<file path="src/rtl/pwm_meter_pkg.sv">
// Shared types and widths for the PWM generator/meter pair.
package pwm_pkg;

  typedef enum logic {
    IDLE = 1'b0,
    MEAS = 1'b1
  } state_e;

  localparam int unsigned W_DEFAULT = 16;

endpackage

</file>
<file path="src/rtl/pwm_meter_if.sv">
// Measurement bus: the PWM line in, per-cycle period/high results out.
interface pwm_meter_if #(
  parameter int unsigned W = pwm_pkg::W_DEFAULT
);

  logic         pwm_in;
  logic [W-1:0] period;
  logic [W-1:0] high;
  logic         ovf;
  logic         valid;

  modport master (output pwm_in, input period, high, ovf, valid);
  modport slave  (input pwm_in, output period, high, ovf, valid);

endinterface

</file>
<file path="src/rtl/pwm_meter_edge_detect.sv">
// Optional synchroniser followed by rise/fall detection of a single line.
module edge_detect #(
  parameter int unsigned SYNC_STAGES = 0
) (
  input  logic clk,
  input  logic rst,
  input  logic d_i,
  output logic rise_c_o,
  output logic fall_c_o
);

  logic s_c;
  logic prev_q;

  generate
    if (SYNC_STAGES == 0) begin : g_nosync
      assign s_c = d_i;
    end else begin : g_sync
      logic [SYNC_STAGES-1:0] sync_q;

      // Reset high so a line already high at release looks settled, not rising
      always_ff @(posedge clk) begin
        if (rst) sync_q <= '1;
        else     sync_q <= (sync_q << 1) | SYNC_STAGES'(d_i);
      end

      assign s_c = sync_q[SYNC_STAGES-1];
    end
  endgenerate

  always_ff @(posedge clk) begin
    if (rst) prev_q <= 1'b1;
    else     prev_q <= s_c;
  end

  assign rise_c_o = s_c & ~prev_q;
  assign fall_c_o = ~s_c & prev_q;

endmodule

</file>
<file path="src/rtl/pwm_meter.sv">
// Measures period and high time of each PWM cycle; one valid strobe per result.
module pwm_meter
  import pwm_pkg::*;
#(
  parameter int unsigned W           = W_DEFAULT,
  parameter int unsigned SYNC_STAGES = 0
) (
  input logic        clk,
  input logic        rst,
  pwm_meter_if.slave bus
);

  localparam logic [W-1:0] CNT_MAX = '1;

  logic         rise_c;
  logic         fall_c;
  state_e       state_q;
  logic [W-1:0] cnt_q;
  logic [W-1:0] hi_lat_q;
  logic [W-1:0] period_q;
  logic [W-1:0] high_q;
  logic         ovf_q;
  logic         valid_q;

  edge_detect #(.SYNC_STAGES(SYNC_STAGES)) u_edge (
    .clk      (clk),
    .rst      (rst),
    .d_i      (bus.pwm_in),
    .rise_c_o (rise_c),
    .fall_c_o (fall_c)
  );

  // cnt reads j on the j-th cycle after the rise; timeout fires before it can wrap
  always_ff @(posedge clk) begin
    if (rst) begin
      state_q  <= IDLE;
      cnt_q    <= '0;
      hi_lat_q <= '0;
      period_q <= '0;
      high_q   <= '0;
      ovf_q    <= 1'b0;
      valid_q  <= 1'b0;
    end else begin
      valid_q <= 1'b0;
      unique case (state_q)
        IDLE: begin
          cnt_q <= '0;
          if (rise_c) begin
            cnt_q   <= W'(1);
            state_q <= MEAS;
          end
        end
        MEAS: begin
          if (rise_c) begin
            period_q <= cnt_q;
            high_q   <= hi_lat_q;
            ovf_q    <= 1'b0;
            valid_q  <= 1'b1;
            cnt_q    <= W'(1);
          end else if (cnt_q == CNT_MAX) begin
            period_q <= '0;
            high_q   <= '0;
            ovf_q    <= 1'b1;
            valid_q  <= 1'b1;
            cnt_q    <= '0;
            state_q  <= IDLE;
          end else begin
            cnt_q <= cnt_q + W'(1);
            if (fall_c) hi_lat_q <= cnt_q;
          end
        end
        default: state_q <= IDLE;
      endcase
    end
  end

  assign bus.period = period_q;
  assign bus.high   = high_q;
  assign bus.ovf    = ovf_q;
  assign bus.valid  = valid_q;

endmodule

</file>
<file path="src/flat_wrapper.sv">
// flat-port wrapper written by rule: the top's interface ports become plain ports
module pwm_meter_flat import pwm_pkg::*;
#(
  parameter int unsigned W           = W_DEFAULT,
  parameter int unsigned SYNC_STAGES = 0
)
  (clk, rst, bus_pwm_in, bus_period, bus_high, bus_ovf, bus_valid);
  pwm_meter_if #(.W(W)) bus_i ();
  input logic clk;
  input logic rst;
  input wire logic [$bits(bus_i.pwm_in)-1:0] bus_pwm_in;
  output wire logic [$bits(bus_i.period)-1:0] bus_period;
  output wire logic [$bits(bus_i.high)-1:0] bus_high;
  output wire logic [$bits(bus_i.ovf)-1:0] bus_ovf;
  output wire logic [$bits(bus_i.valid)-1:0] bus_valid;
  assign bus_i.pwm_in = bus_pwm_in;
  assign bus_period = bus_i.period;
  assign bus_high = bus_i.high;
  assign bus_ovf = bus_i.ovf;
  assign bus_valid = bus_i.valid;
  pwm_meter #(.W(W), .SYNC_STAGES(SYNC_STAGES)) u_core (.clk(clk), .rst(rst), .bus(bus_i));
endmodule
</file>
<file path="config.mk">
export PLATFORM = sky130hd
export DESIGN_NAME = pwm_meter_flat
export DESIGN_NICKNAME = d
export VERILOG_FILES = /design/src/rtl/pwm_meter_pkg.sv /design/src/rtl/pwm_meter_if.sv /design/src/rtl/pwm_meter_edge_detect.sv /design/src/rtl/pwm_meter.sv /design/src/flat_wrapper.sv
export SDC_FILE = /design/constraint.sdc
export NUM_CORES = 1
export LEC_CHECK = 0
export CELL_PAD_IN_SITES_DETAIL_PLACEMENT = 1
export CELL_PAD_IN_SITES_GLOBAL_PLACEMENT = 1
export CORE_AREA = 2 2 81 83
export CTS_CLUSTER_DIAMETER = 80
export DETAILED_ROUTE_END_ITERATION = 7
export DIE_AREA = 0 0 83 85
export GPL_TIMING_DRIVEN = 0
export PLACE_DENSITY = 0.8
export SYNTH_ARGS = -nofsm -noshare
export SYNTH_HDL_FRONTEND = slang
export SYNTH_SLANG_ARGS = --single-unit
</file>
<file path="constraint.sdc">
create_clock -name clk -period 5.31 [get_ports clk]
set_clock_uncertainty 0.2 [all_clocks]
set_input_delay 1.593 -clock clk [delete_from_list [all_inputs] [get_ports clk]]
set_output_delay 1.593 -clock clk [all_outputs]
set_load 0.02 [all_outputs]
</file>
==> results of run 1 <==
[path summary, 6_finish.rpt]
check                   from                     to  slack [ps]  depth (start not counted)
max               bus_pwm_in  u_core.bus.period[12]        1920                          5
max reg2reg  u_core.cnt_q[0]     u_core.bus.high[6]        2740                          7
min           u_core.bus.ovf         u_core.bus.ovf         280                          2
min reg2reg   u_core.bus.ovf         u_core.bus.ovf         280                          2
[power breakdown]
| group | internal [mW] | total (mW) | switching, mW |
|---|---|---|---|
| Sequential | 0.511 | 0.513 | 0.00208 |
| Clock | 0.210 | 0.393 | 0.182 |
| Combinational | 0.0128 | 0.0269 | 0.0141 |
[layer usage]
layer	track usage, %	vias to the layer above	part of all wire [%]
met2	30.6	28	47
li1	-	1021	-
met4	6.26	0	1.1
met3	5.45	6	2.9
met1	25.0	1008	49
met5	0	-	0
[metrics by stage]
stage | area [um^2] | worst slack (ps)
3_5_place_dp | 3160 | 1550
2_1_floorplan | 2700 | 2520
4_1_cts | 3330 | 1890
6_report | 3330 | 1920
5_1_grt | 3330 | 1750
3_3_place_gp | 3160 | 1590
[flip-flops by register name, summed over array words and instances, names as in the netlist]
signal                cells
u_core.bus.period        16
u_core.u_edge.prev_q      1
u_core.bus.valid          1
u_core.bus.high          16
u_core.cnt_q             16
u_core.state_q            1
u_core.bus.ovf            1
u_core.hi_lat_q          16
[placed cells by master, fill, tap and decap left out, types with 2 or more instances in the layout]
master,count
dfxtp_1,68
clkdlybuf4s50_1,36
nand2b_1,34
nor2_1,18
nand3b_1,17
o22ai_1,17
a22o_1,16
mux2i_1,16
clkbuf_1,15
xnor2_1,10
clkbuf_8,9
buf_2,8
nand3_1,6
nor4_1,6
nand4_1,5
nand2_1,5
xor2_1,4
inv_1,3
nor3_1,3
a21oi_1,3
or2b_1,2
or2_2,2
clkinv_2,2
[synthesized netlist by cell type]
library cell / count / area share [%]
nor4bb_1: 1 / 0.37
nor4_4: 1 / 0.79
or3b_1: 1 / 0.32
nor4_1: 6 / 1.4
buf_2: 8 / 1.5
ha_1: 1 / 0.46
nand3_1: 6 / 1.1
buf_12: 1 / 0.74
a21oi_2: 1 / 0.32
or2_2: 2 / 0.46
clkbuf_1: 13 / 1.8
o22ai_1: 17 / 3.9
mux2i_1: 16 / 5.9
xor2_1: 4 / 1.3
buf_6: 1 / 0.42
xnor2_1: 10 / 3.2
inv_1: 3 / 0.42
nand3b_1: 17 / 4.7
a21oi_1: 3 / 0.56
nand2_1: 5 / 0.69
nand2b_1: 34 / 7.9
and4_1: 1 / 0.32
dfxtp_1: 68 / 50
nor3_1: 3 / 0.56
nor2_1: 18 / 2.5
and2_1: 1 / 0.23
or2b_1: 2 / 0.56
nand4_1: 5 / 1.2
a22o_1: 16 / 5.2
nand4_4: 1 / 0.79
[critical path: cells and delay by family]
| kind | cells | cell delay, ps |
|---|---|---|
| buffers and inverters | 2 | 940 |
| and+or+nand+nor | 2 | 740 |
| AOI/OAI and AO/OA | 1 | 200 |
[cell type report]
type	count	area (um^2)	area share, %
clock inverter	3	40.0	1.20
tap	77	96.3	2.89
inverter	3	11.3	0.338
sequential	68	1360	40.9
buffer	23	120	3.61
clock buffer	11	131	3.94
multi-input combinational	172	1210	36.3
timing repair buffer	36	360	10.8
[cell families after synthesis]
logic type,synth area share (%)
AND/OR/NAND/NOR,23.8
flip-flops,50.4
AO/OA/AOI/OAI,10.0
buffers and inverters,4.86
multiplexers,5.93
XOR/XNOR,4.54
adder cells (fa/ha/maj),0.463
==> results.md, run 1 <==
* Run status: finished clean
* Initial DRC Count at 91
* Die W at approximately 83 um
* CP arrival at 3470 ps
* Sequential element share of the synthesized area at between 50% and 60%
* Count of different cell masters after synthesis at 30
* Clock root buffer: clkbuf_8
* DR vias/cell at 5.25
* Final min period at ~3400 ps
* Post-Syn Nets at 270
* Fmax at 295 MHz
* Cells after Synth at 266
* Reg clk slew, reported paths at about 60 ps
* First-pass iteration count of the detailed router at 3
* ANT cells at 0
* Worst skew pair latency at 340 ps
* RSZ-0062 raised after global routing: no
* Max Root-Sink Buffers at 2
* CP max FO at 10
* Tightest Pin Transition at 557 ps
* CP Cell Sequence: clkdlybuf4s50_1, nand3b_1, nor2_1, clkbuf_1, a22o_1
* Final core utilization at 53.7%
* Period utilization at 63.8%
* GRT Util Overall at between 10% and 20%
* Worst min path class: flip-flop to flip-flop
* Syn. warnings at 0
* Die Y at 85 um
* Setup TNS after final layout at 0 ps
* Core Region at 6200 um^2
* Starting Density at 43.6%
* CTS HTree Levels at 3
* I/O Pins at 37
* Final nets at about 320
* Final wirelength at approximately 6200 um
* First-pass GRT wire length at roughly 11,000 um
* Final Max Slew Viols at 0
* Antenna viol nets, final at 0
* Cell Pwr Density at 280 nW/um^2
* Max stage delay on crit path at 530 ps
* Critical path startpoint category: input port
* Vias in the first global route at 2,151
* Final non-filler cell total at ~390
* P_leak at approximately 1.1 nW
* Dpl cells at 379
* Die area at roughly 7100 um^2
* Layout cells sized above 1 at 8.54%
* TritonCTS Sinks at 68
* Total CTS buffers at 9
* Yosys reg bits at 68
* Synthesis-to-layout area growth at 23.2%
* Post-CTS Setup Inserts at 0
* Post-cts hold buffer count at 0
* CTS tree: built
* Largest net degree at the start of global routing at 11
* # DRC at 0
* Max_cap viols at 0
* Crit path kind: input port to flip-flop
* Critical-path top delay cell: clkdlybuf4s50_1
* Routed WL per cell at 15.7 um
* Synthesized area per cell at approximately 10 um^2
* VDD IR max at 0.130 mV
* Data required time of the worst path at 5390 ps
* Slew headroom at roughly 62%
* Syn Std Cell Area at 2700 um^2
* Filler cells at 691
* Site Rows at 29
* Number of buffers added on ports at 36
* GPL Wtd Cong at 0.762
* Post-CTS sizing at 0
* Fin Hold WS at about 280 ps
* Final Total Pwr at 0.933 mW
* # setup viols final at 0
* Final Hold Vio Count at 0
* Grt ovf at 0
* Setup crit end kind: flip-flop
* Vias post-DR at slightly above 2,000
* Initial antenna violation count at 0
* Post-DP HPWL at about 4300 um
Note: power is estimated with default switching activity, not from simulation.
==> run 2, diff against run 1 <==
Settings changed: CORE_AREA 2 2 81 83 to 2 2 84 86, DIE_AREA 0 0 83 85 to 0 0 86 88, PLACE_DENSITY 0.8 to 0.75.
Clock period 5.31 ns to 3.4 ns, I/O delays scaled along.
==> run 2 against run 1 <==
- setup slack lost 1300 ps
- power grew 73%
- die area grew 7.3%
- utilization shrank 2.5 points
- sequential cell count is the same
- sequential share of layout area shrank 0.81 points
- sequential power grew 56%
- clock power grew 97%
- critical path type unchanged
==> results.md, run 2 (same netlist as run 1, synthesis figures left out) <==
* Post-route cell area at 3400 um^2 (was 3330 um^2)
* CTS HTree Levels at 3 (unchanged)
* Grt ovf at 0 (unchanged)
* ANT cells at 0 (unchanged)
* Area of the multi-input gates at 1210 um^2 (unchanged)
* Number of buffers added on ports at 36 (unchanged)
* Final wirelength at 6230 um (was 6180 um)
* Final Hold Vio Count at 0 (unchanged)
* Final Total Pwr at 1.62 mW (was 0.933 mW)
* Worst min path class: flip-flop to flip-flop (unchanged)
* Die area at 7570 um^2 (was 7060 um^2)
* I/O Pins at 37 (unchanged)
* Routed WL per cell at 15.7 um (about the same)
* Data required time of the worst path at 3470 ps (was 5390 ps)
* Initial antenna violation count at 0 (unchanged)
* Sw Share at 20.3% (was 21.3%)
* First-pass GRT wire length at 10,600 um (was 10,800 um)
* TritonCTS Sinks at 68 (unchanged)
* P_leak at 1.13 nW (was 1.10 nW)
* Site Rows at 30 (was 29)
* Psw at 0.328 mW (was 0.198 mW)
* First-pass iteration count of the detailed router at 4 (was 3)
* Fin Hold WS at 273 ps (was 279 ps)
* Final Max Slew Viols at 0 (unchanged)
* Clock share of power at 47.9% (was 42.1%)
* Sequential Area at 1360 um^2 (unchanged)
* Post-DP Area at 3160 um^2 (about the same)
* Setup TNS after final layout at 0 ps (unchanged)
* Antenna viol nets, final at 0 (unchanged)
* Period utilization at between 80% and 90%
* Vias in the first global route at 2,107 (was 2,151)
* Die Y at 88 um (was 85 um)
* CP arrival at 2890 ps (was 3470 ps)
* RSZ-0062 raised after global routing: no (unchanged)
* Cell Pwr Density at 476 nW/um^2 (was 280 nW/um^2)
* # setup viols final at 0 (unchanged)
* Fmax at 355 MHz
* Starting Density at 40.7% (was 43.6%)
* DR vias/cell at 5.24 (was 5.25)
* Slew headroom at 62.3% (was 62.5%)
* Reg clk slew, reported paths at 70 ps (was 60 ps)
* Filler cells at 761 (was 691)
* Internal power at 1.29 mW (was 0.735 mW)
* GRT Util Overall at 17.9% (was 19.1%)
* Post-cts hold buffer count at 0 (unchanged)
* Part of the power in registers at 49.6% (was 55.0%)
* Max_cap viols at 0 (unchanged)
* Tightest Pin Transition at 560 ps (was 557 ps)
* Setup crit end kind: flip-flop (unchanged)
* Final nets at 317 (unchanged)
* CTS tree: built (unchanged)
* Worst skew pair latency at 340 ps (about the same)
* Run status: finished clean (unchanged)
* # DRC at 0 (unchanged)
* Clock root buffer: clkbuf_8 (unchanged)
* Die W at 86 um (was 83 um)
* GPL Wtd Cong at 0.735 (was 0.762)
* Commonest non-fill, non-tap cell in the layout: dfxtp_1 (unchanged)
* Combinational cell fraction of total power at 2.6% (was 2.9%)
* Largest net degree at the start of global routing at 12 (was 11)
* Layout cells sized above 1 at 9.75% (was 8.54%)
* Total CTS buffers at 9 (unchanged)
* Post-DP HPWL at 4350 um (was 4340 um)
* Initial DRC Count at 100 (was 91)
* CP max FO at 10 (unchanged)
* Final min period at about 2800 ps
* Max Root-Sink Buffers at 2 (unchanged)
* Commonest non-fill, non-tap cells in the layout: dfxtp_1 (68), clkdlybuf4s50_1 (36), nand2b_1 (34), nor2_1 (18) (unchanged)
* Critical path startpoint category: input port (unchanged)
* Post-CTS sizing at 0 (unchanged)
* Crit path kind: input port to flip-flop (unchanged)
* Synthesis-to-layout area growth at 25.7% (was 23.2%)
* VDD IR max at 0.212 mV (was 0.130 mV)
* Post-CTS Setup Inserts at 0 (unchanged)
* Vias post-DR at 2,085 (was 2,063)
* Core Region at 6640 um^2 (was 6200 um^2)
==> run 2: power groups by stage <==
| stage | Clock [mW] | Combinational [mW] | Sequential (mW) |
|---|---|---|---|
| after floorplan | 0 | 0.0308 | 0.819 |
| final | 0.774 | 0.0415 | 0.801 |
| after global placement | 0 | 0.0417 | 0.820 |
| after detailed placement | 0 | 0.0421 | 0.819 |
| after CTS | 0.784 | 0.0424 | 0.801 |
| after global routing | 0.832 | 0.0456 | 0.801 |
==> run 2: worst max-delay path: stages <==
cell,delay [ps]
clkdlybuf4s50_1,510
nand3b_1,270
nor2_1,450
clkbuf_1,420
a22o_1,200
==> run 2: metrics by stage <==
| step | setup WS (ps) | cells | util [%] |
|---|---|---|---|
| global placement | 267 | 382 | 47.6 |
| floorplan | 1180 | 266 | - |
| global route | 453 | 398 | 51.1 |
| detailed placement | 244 | 382 | 47.6 |
| finish | 587 | 398 | 51.1 |
| CTS | 576 | 398 | 51.1 |
==> run 2: layout make-up <==
type / instances / area share [%]
clock buffer: 12 / 4.86
sequential: 68 / 40.1
timing repair buffer: 36 / 10.6
multi-input combinational: 172 / 35.6
inverter: 3 / 0.331
tap: 80 / 2.95
clock inverter: 4 / 2.06
buffer: 23 / 3.53
==> run 2: worst paths after layout <==
path                   startpoint                   end  slack (ps)  depth (start not counted)
setup reg to reg  u_core.cnt_q[0]   u_core.bus.high[12]         800                          7
hold reg to reg    u_core.bus.ovf        u_core.bus.ovf         270                          2
setup / recovery       bus_pwm_in  u_core.bus.period[8]         590                          5
hold / removal     u_core.bus.ovf        u_core.bus.ovf         270                          2
==> run 2: routing by layer <==
metal | part of all wire, % | routed length [um] | GRT usage, %
met5 | 0 | 0 | 0
met4 | 1.7 | 104 | 6.64
met2 | 46 | 2890 | 27.9
met1 | 48 | 2990 | 23.9
met3 | 3.9 | 240 | 4.71
